==> src/rtl/vram_frame_writer.sv <==
// -----------------------------------------------------------------------------
// vram_frame_writer
//
// Multi-channel sample-to-VRAM frame loader. A valid/ready sample stream (or an
// internal ramp pattern) is right-shifted, saturated to a bar height and written
// one VRAM word per sample, channel-major ({channel, index} addressing). Each
// frame load starts on a falling edge of the display vsync, which arrives
// asynchronously from the pixel clock domain.
//
// Optional feature (compile-time macro FRAME_CLEAR_EN):
//   defined   - every frame load first writes 0 to all addresses (CLEAR state),
//               then loads samples.
//   undefined - frame loads go straight to sample writes.
//
// Ports:
//   clock       in   system clock
//   reset_n     in   asynchronous reset, active low
//   vsync_in    in   display vsync, asynchronous, active low
//   mode        in   0 LIVE, 1 RAMP, 2/3 FREEZE; only sampled at frame start
//   scale_sh    in   right shift applied to each source value (used live)
//   in_data     in   input sample (unsigned)
//   in_valid    in   sample valid
//   in_ready    out  sample accepted when in_valid & in_ready
//   vram_we     out  VRAM write strobe
//   vram_addr   out  {channel, index}
//   vram_data   out  saturated bar height
//   busy        out  high while a frame load is in progress
//   frame_done  out  one-cycle pulse alongside the final write of a frame
//   overrun     out  one-cycle pulse when a frame start arrives mid-load
// -----------------------------------------------------------------------------
module vram_frame_writer #(
  parameter int NUM_CH     = 2,
  parameter int DEPTH_LOG2 = 9,
  parameter int IN_W       = 16,
  parameter int DATA_W     = 10,
  parameter int MAX_VAL    = 479,
  localparam int CH_W      = (NUM_CH > 1) ? $clog2(NUM_CH) : 0,
  localparam int ADDR_W    = CH_W + DEPTH_LOG2
) (
  input  logic              clock,
  input  logic              reset_n,
  input  logic              vsync_in,
  input  logic [1:0]        mode,
  input  logic [3:0]        scale_sh,
  input  logic [IN_W-1:0]   in_data,
  input  logic              in_valid,
  output logic              in_ready,
  output logic              vram_we,
  output logic [ADDR_W-1:0] vram_addr,
  output logic [DATA_W-1:0] vram_data,
  output logic              busy,
  output logic              frame_done,
  output logic              overrun
);

  localparam int TOTAL = NUM_CH * (2 ** DEPTH_LOG2);
  localparam logic [ADDR_W-1:0] LAST_ADDR = ADDR_W'(TOTAL - 1);

  typedef enum logic [1:0] {
    MODE_LIVE  = 2'd0,
    MODE_RAMP  = 2'd1,
    MODE_FRZ_A = 2'd2,
    MODE_FRZ_B = 2'd3
  } mode_e;

`ifdef FRAME_CLEAR_EN
  typedef enum logic [1:0] {
    S_ARM   = 2'd0,
    S_WRITE = 2'd1,
    S_DONE  = 2'd2,
    S_CLEAR = 2'd3
  } state_e;
`else
  typedef enum logic [1:0] {
    S_ARM   = 2'd0,
    S_WRITE = 2'd1,
    S_DONE  = 2'd2
  } state_e;
`endif

  // ---------------------------------------------------------------------------
  // vsync synchroniser and falling-edge detect.
  // The flops reset to 1 so that a reset never looks like a vsync fall.
  // ---------------------------------------------------------------------------
  logic vs_meta;
  logic vs_sync;
  logic vs_prev;
  logic fs;

  // NOTE: sequential state uses non-blocking (<=) assignments so every flop
  // samples the pre-edge value of its neighbours; blocking here would collapse
  // the synchroniser chain into a single flop.
  always_ff @(posedge clock or negedge reset_n) begin
    if (!reset_n) begin
      vs_meta <= 1'b1;
      vs_sync <= 1'b1;
      vs_prev <= 1'b1;
    end else begin
      vs_meta <= vsync_in;
      vs_sync <= vs_meta;
      vs_prev <= vs_sync;
    end
  end

  // High for one cycle after the synchronised vsync has fallen; the FSM acts
  // on it at the third clock edge after the raw vsync fall.
  assign fs = vs_prev & ~vs_sync;

  // ---------------------------------------------------------------------------
  // Scale and saturate. The ceiling comparison is done at full input width so
  // large values never alias into small bar heights after truncation.
  // ---------------------------------------------------------------------------
  function automatic logic [DATA_W-1:0] saturate(input logic [IN_W-1:0] src,
                                                 input logic [3:0]      sh);
    logic [IN_W-1:0] v;
    v = src >> sh;
    if (v > IN_W'(MAX_VAL)) return DATA_W'(MAX_VAL);
    return v[DATA_W-1:0];
  endfunction

  state_e            state;
  mode_e             cur_mode;
  logic [ADDR_W-1:0] cnt;
  logic [IN_W-1:0]   ramp_src;
  logic [IN_W-1:0]   wr_src;
  logic              transfer;
  logic              wr_now;
  logic              last;

  // Ramp source is the per-channel sample index, zero-extended.
  assign ramp_src = IN_W'(cnt[DEPTH_LOG2-1:0]);
  assign wr_src   = (cur_mode == MODE_RAMP) ? ramp_src : in_data;
  assign transfer = in_valid & in_ready;
  // RAMP writes every cycle; LIVE writes only on an accepted sample.
  assign wr_now   = (cur_mode == MODE_RAMP) | transfer;
  assign last     = (cnt == LAST_ADDR);

  // ---------------------------------------------------------------------------
  // Frame FSM with registered outputs.
  // ---------------------------------------------------------------------------
  always_ff @(posedge clock or negedge reset_n) begin
    if (!reset_n) begin
      state      <= S_ARM;
      cur_mode   <= MODE_LIVE;
      cnt        <= '0;
      in_ready   <= 1'b0;
      vram_we    <= 1'b0;
      vram_addr  <= '0;
      vram_data  <= '0;
      busy       <= 1'b0;
      frame_done <= 1'b0;
      overrun    <= 1'b0;
    end else begin
      // NOTE: pulse outputs get a default each cycle and are only raised by the
      // branch that needs them, so no path can leave a strobe stuck high.
      vram_we    <= 1'b0;
      frame_done <= 1'b0;
      overrun    <= 1'b0;

      case (state)
        S_ARM: begin
          if (fs) begin
            cur_mode <= mode_e'(mode);
            cnt      <= '0;
            // FREEZE (mode[1] set) leaves the previous frame untouched.
            if (!mode[1]) begin
              busy <= 1'b1;
`ifdef FRAME_CLEAR_EN
              state    <= S_CLEAR;
              in_ready <= 1'b0;
`else
              state    <= S_WRITE;
              in_ready <= (mode_e'(mode) == MODE_LIVE);
`endif
            end
          end
        end

`ifdef FRAME_CLEAR_EN
        S_CLEAR: begin
          if (fs) overrun <= 1'b1;
          vram_we   <= 1'b1;
          vram_addr <= cnt;
          vram_data <= '0;
          if (last) begin
            cnt      <= '0;
            state    <= S_WRITE;
            in_ready <= (cur_mode == MODE_LIVE);
          end else begin
            cnt <= cnt + ADDR_W'(1);
          end
        end
`endif

        S_WRITE: begin
          // A frame start mid-load is flagged but does not disturb the load.
          if (fs) overrun <= 1'b1;
          if (wr_now) begin
            vram_we   <= 1'b1;
            vram_addr <= cnt;
            vram_data <= saturate(wr_src, scale_sh);
            if (last) begin
              // in_ready drops on the same edge that registers the final
              // sample, so no extra sample is ever accepted.
              cnt        <= '0;
              state      <= S_DONE;
              in_ready   <= 1'b0;
              busy       <= 1'b0;
              frame_done <= 1'b1;
            end else begin
              cnt <= cnt + ADDR_W'(1);
            end
          end
        end

        // One cycle for the final write to retire; a frame start landing here
        // is dropped without an overrun.
        S_DONE: state <= S_ARM;

        default: state <= S_ARM;
      endcase
    end
  end

endmodule

==> config.mk <==
export PLATFORM = sky130hd
export DESIGN_NAME = vram_frame_writer
export DESIGN_NICKNAME = d
export VERILOG_FILES = /design/src/rtl/vram_frame_writer.sv
export SDC_FILE = /design/constraint.sdc
export NUM_CORES = 1
export LEC_CHECK = 0
export CAP_MARGIN = 20
export CORE_MARGIN = 2
export CORE_UTILIZATION = 53
export DETAILED_ROUTE_END_ITERATION = 7
export GPL_TIMING_DRIVEN = 1
export PLACE_DENSITY_LB_ADDON = 0.08
export SETUP_SLACK_MARGIN = 0.1
export SLEW_MARGIN = 20
export SYNTH_ARGS = -nofsm -noshare
export SYNTH_HDL_FRONTEND = slang
export SYNTH_SLANG_ARGS = --single-unit
==> constraint.sdc <==
create_clock -name clock -period 2.62 [get_ports clock]
set_input_delay 0.262 -clock clock [delete_from_list [all_inputs] [get_ports clock]]
set_output_delay 0.262 -clock clock [all_outputs]
set_load 0.005 [all_outputs]
==> impl_metrics.yaml <==
run_status:
  outcome: "complete, no violations"
cts:
  clock_sinks: 42
  clk_pin_slew_ns: 0.09
  htree_num_levels: 2
  clockBufferDepth: 2
  post_cts_buffers: 0
  ctsResizeCount: 0
  cts_root_buf: "clkbuf_8"
  clk_latency_ns: 0.30
  cts_tree: "built"
  cts_made_buffers: 5
floorplan:
  rows: 26
  io_pins: 51
  die_area_um2: 5970
  die_w_um: 77.3
  dieHeight_um: 77.3
  start_util_pct: 55.3
  core_um2: 5140
critical_path:
  critPathMaxFanout: 20
  worst-r2r-cell-count: 6
  crit_type: "flip-flop to flip-flop"
  worst-path-buf-inv: 0
  cp_slowest_cell: "mux4_2"
  required_ns: 2.78
  ff2ff_setup_slack_ns: 0.28
  crit_path_end_kind: "flip-flop"
  cp-start-kind: "flip-flop"
  crit_family: "multiplexers"
  cpPeakStageDelay_ns: 0.56
  reg2reg_to: "vram_data[1]"
  cp.arrival_ns: 2.50
  r2r_start: "cur_mode[1]"
  crit_chain: "nand2b_4, mux4_2, mux2i_2, o21ai_0, a211oi_1, a31oi_1"
  crit_start: "cur_mode[1]"
yosys:
  synth-edff-count: 0
  synth.ff_latch_count: 42
  synth_area_um2: 2840
  ys_seq_area_share_pct: 37.1
  synth_cells: 327
  ys.warnings.count: 0
  avgSynthCellArea_um2: 8.70
  ys_types: 66
  synth_nets: 354
  synth_flop_cell: "dfrtp_1"
  synthArstFlopShare_pct: 100
worst_hold_path:
  hp-start: "vs_meta"
  hold_class: "flip-flop to flip-flop"
  hold_end: "vs_sync"
  worstHoldPathCells: 0
placement:
  hpwl_um: 5680
  io_buffers: 50
  place.gp.congestion: 0.963
routing:
  totalWireLength_um: 7840
  drtPass1Iterations: 4
  drc_errors: 0
  routedWlPerCell_um: 17.5
  detail-route-antenna-nets: 0
  dr.first_iter.drc_count: 184
  viasPerCell: 6.09
  num_vias: 2730
grt:
  antenna_found_initial: 0
  grt_pass1_wl_um: 13200
  track_usage_pct: 27.7
  grt_max_degree: 43
  grt_pass1_vias: 2679
  grt_overflow: 0
sta:
  fmax_mhz: 427
  period_share_pct: 89.3
  hold_viol: 0
  relSlewSlack_pct: 63.6
  worst_pin_slew_ns: 0.546
  setup_viol: 0
  tns_ns: 0
  rsz0062_at_grt: "false"
  skew_ns: 0.0105
  holdWs_ns: 0.363
  min_period_ns: 2.34
  maxSlewViolCount: 0
power_and_ir_drop:
  power_density_nw_per_um2: 691
  power_leakage_nw: 1.52
  peakVddDrop_mv: 0.531
final_layout:
  layout.cells.most_common_list: "70 x nand2_1, 49 x clkdlybuf4s50_1, 39 x dfrtp_1, 23 x mux2i_1, 21 x nor2_1"
  fin_nets: 404
  diodes: 0
  drive_above_1_share_pct: 12.2
  final_common_cell: "nand2_1"
  area_growth_pct: 24.4
  fillers: 439
run:
  maxCapViolations: 0
timing repair:
item	4_1_cts	5_1_grt
endpoints found under the hold margin	0	17
endpoints found under the setup margin	0	0
hold buffers	0	1
worst max path at each step:
stage                     cells after the start  slack, ns           end
after floorplan                               8       0.75        cnt[3]
after detailed placement                      8       0.03  vram_data[1]
after global placement                        8       0.07  vram_data[1]
after CTS                                     6       0.32  vram_data[1]
final                                         6       0.28  vram_data[1]
after global routing                          9       0.18        cnt[5]
per-layer routing:
metal	vias up	GRT usage [%]	wire [um]
li1	1290	-	-
met1	1326	35.3	3310
met2	98	46.8	3990
met3	16	4.59	343
met4	0	11.1	187
met5	-	0	0
cell usage after synthesis (4+ instances only):
| master | count | area (um^2) |
|---|---|---|
| nor2_1 | 21 | 78.8 |
| o21ai_0 | 19 | 95.1 |
| nor2b_1 | 7 | 43.8 |
| buf_6 | 4 | 45.0 |
| mux2_2 | 6 | 67.6 |
| nand2_1 | 70 | 263 |
| dfrtp_1 | 39 | 976 |
| clkbuf_1 | 7 | 26.3 |
| nand2b_1 | 6 | 37.5 |
| inv_1 | 4 | 15.0 |
| a21oi_1 | 5 | 25.0 |
| buf_2 | 10 | 50.1 |
| nor3_1 | 8 | 40.0 |
| mux2i_1 | 23 | 230 |
| o31ai_1 | 6 | 45.0 |
| a31oi_1 | 11 | 68.8 |
| nand3_1 | 8 | 40.0 |
logic make-up (layout without fill, tap and decap cells):
group	count (synthesis)	in the layout	synth area share, %
DFF	42	42	37.1
buffers and inverters	32	83	6.07
and+or+nand+nor	136	136	21.9
muxes	33	33	12.9
AOI/OAI and AO/OA	83	83	21.6
adders and majority gates	1	1	0.440
cell type report:
type / instances / area, um^2 / area share [%]
timing repair buffer: 69 / 668 / 18.9
clock buffer: 6 / 72.6 / 2.05
sequential: 42 / 1050 / 29.8
clock inverter: 2 / 13.8 / 0.389
multi-input combinational: 253 / 1620 / 45.7
inverter: 6 / 23.8 / 0.672
tap: 70 / 87.6 / 2.48
stage by stage:
| step | power, mW | instance area (um^2) | worst slack, ns | std cells | utilization, % |
|---|---|---|---|---|---|
| floorplan | 1.54 | 2840 | 0.751 | 327 | - |
| global placement | 2.01 | 3440 | 0.0705 | 439 | 66.9 |
| detailed placement | 2.03 | 3440 | 0.0292 | 439 | 66.9 |
| CTS | 2.46 | 3520 | 0.316 | 447 | 68.6 |
| global route | 2.62 | 3540 | 0.180 | 448 | 68.8 |
| finish | 2.45 | 3540 | 0.280 | 448 | 68.8 |
state kept, by name, summed over array words and instances (netlist names):
register	cells
cnt	10
vs_sync	1
cur_mode	2
vram_data	10
busy	1
vram_addr	10
overrun	1
vs_meta	1
in_ready	1
state	2
vs_prev	1
vram_we	1
frame_done	1
report_power, final:
group          total [mW]  switching, mW  leakage (nW)  internal, mW
Sequential          0.997          0.165         0.524         0.833
Clock               0.416          0.228        0.0452         0.188
Combinational        1.03          0.495         0.948         0.537
Total                2.45          0.887          1.52          1.56
Power figures use the tool's default switching activity.
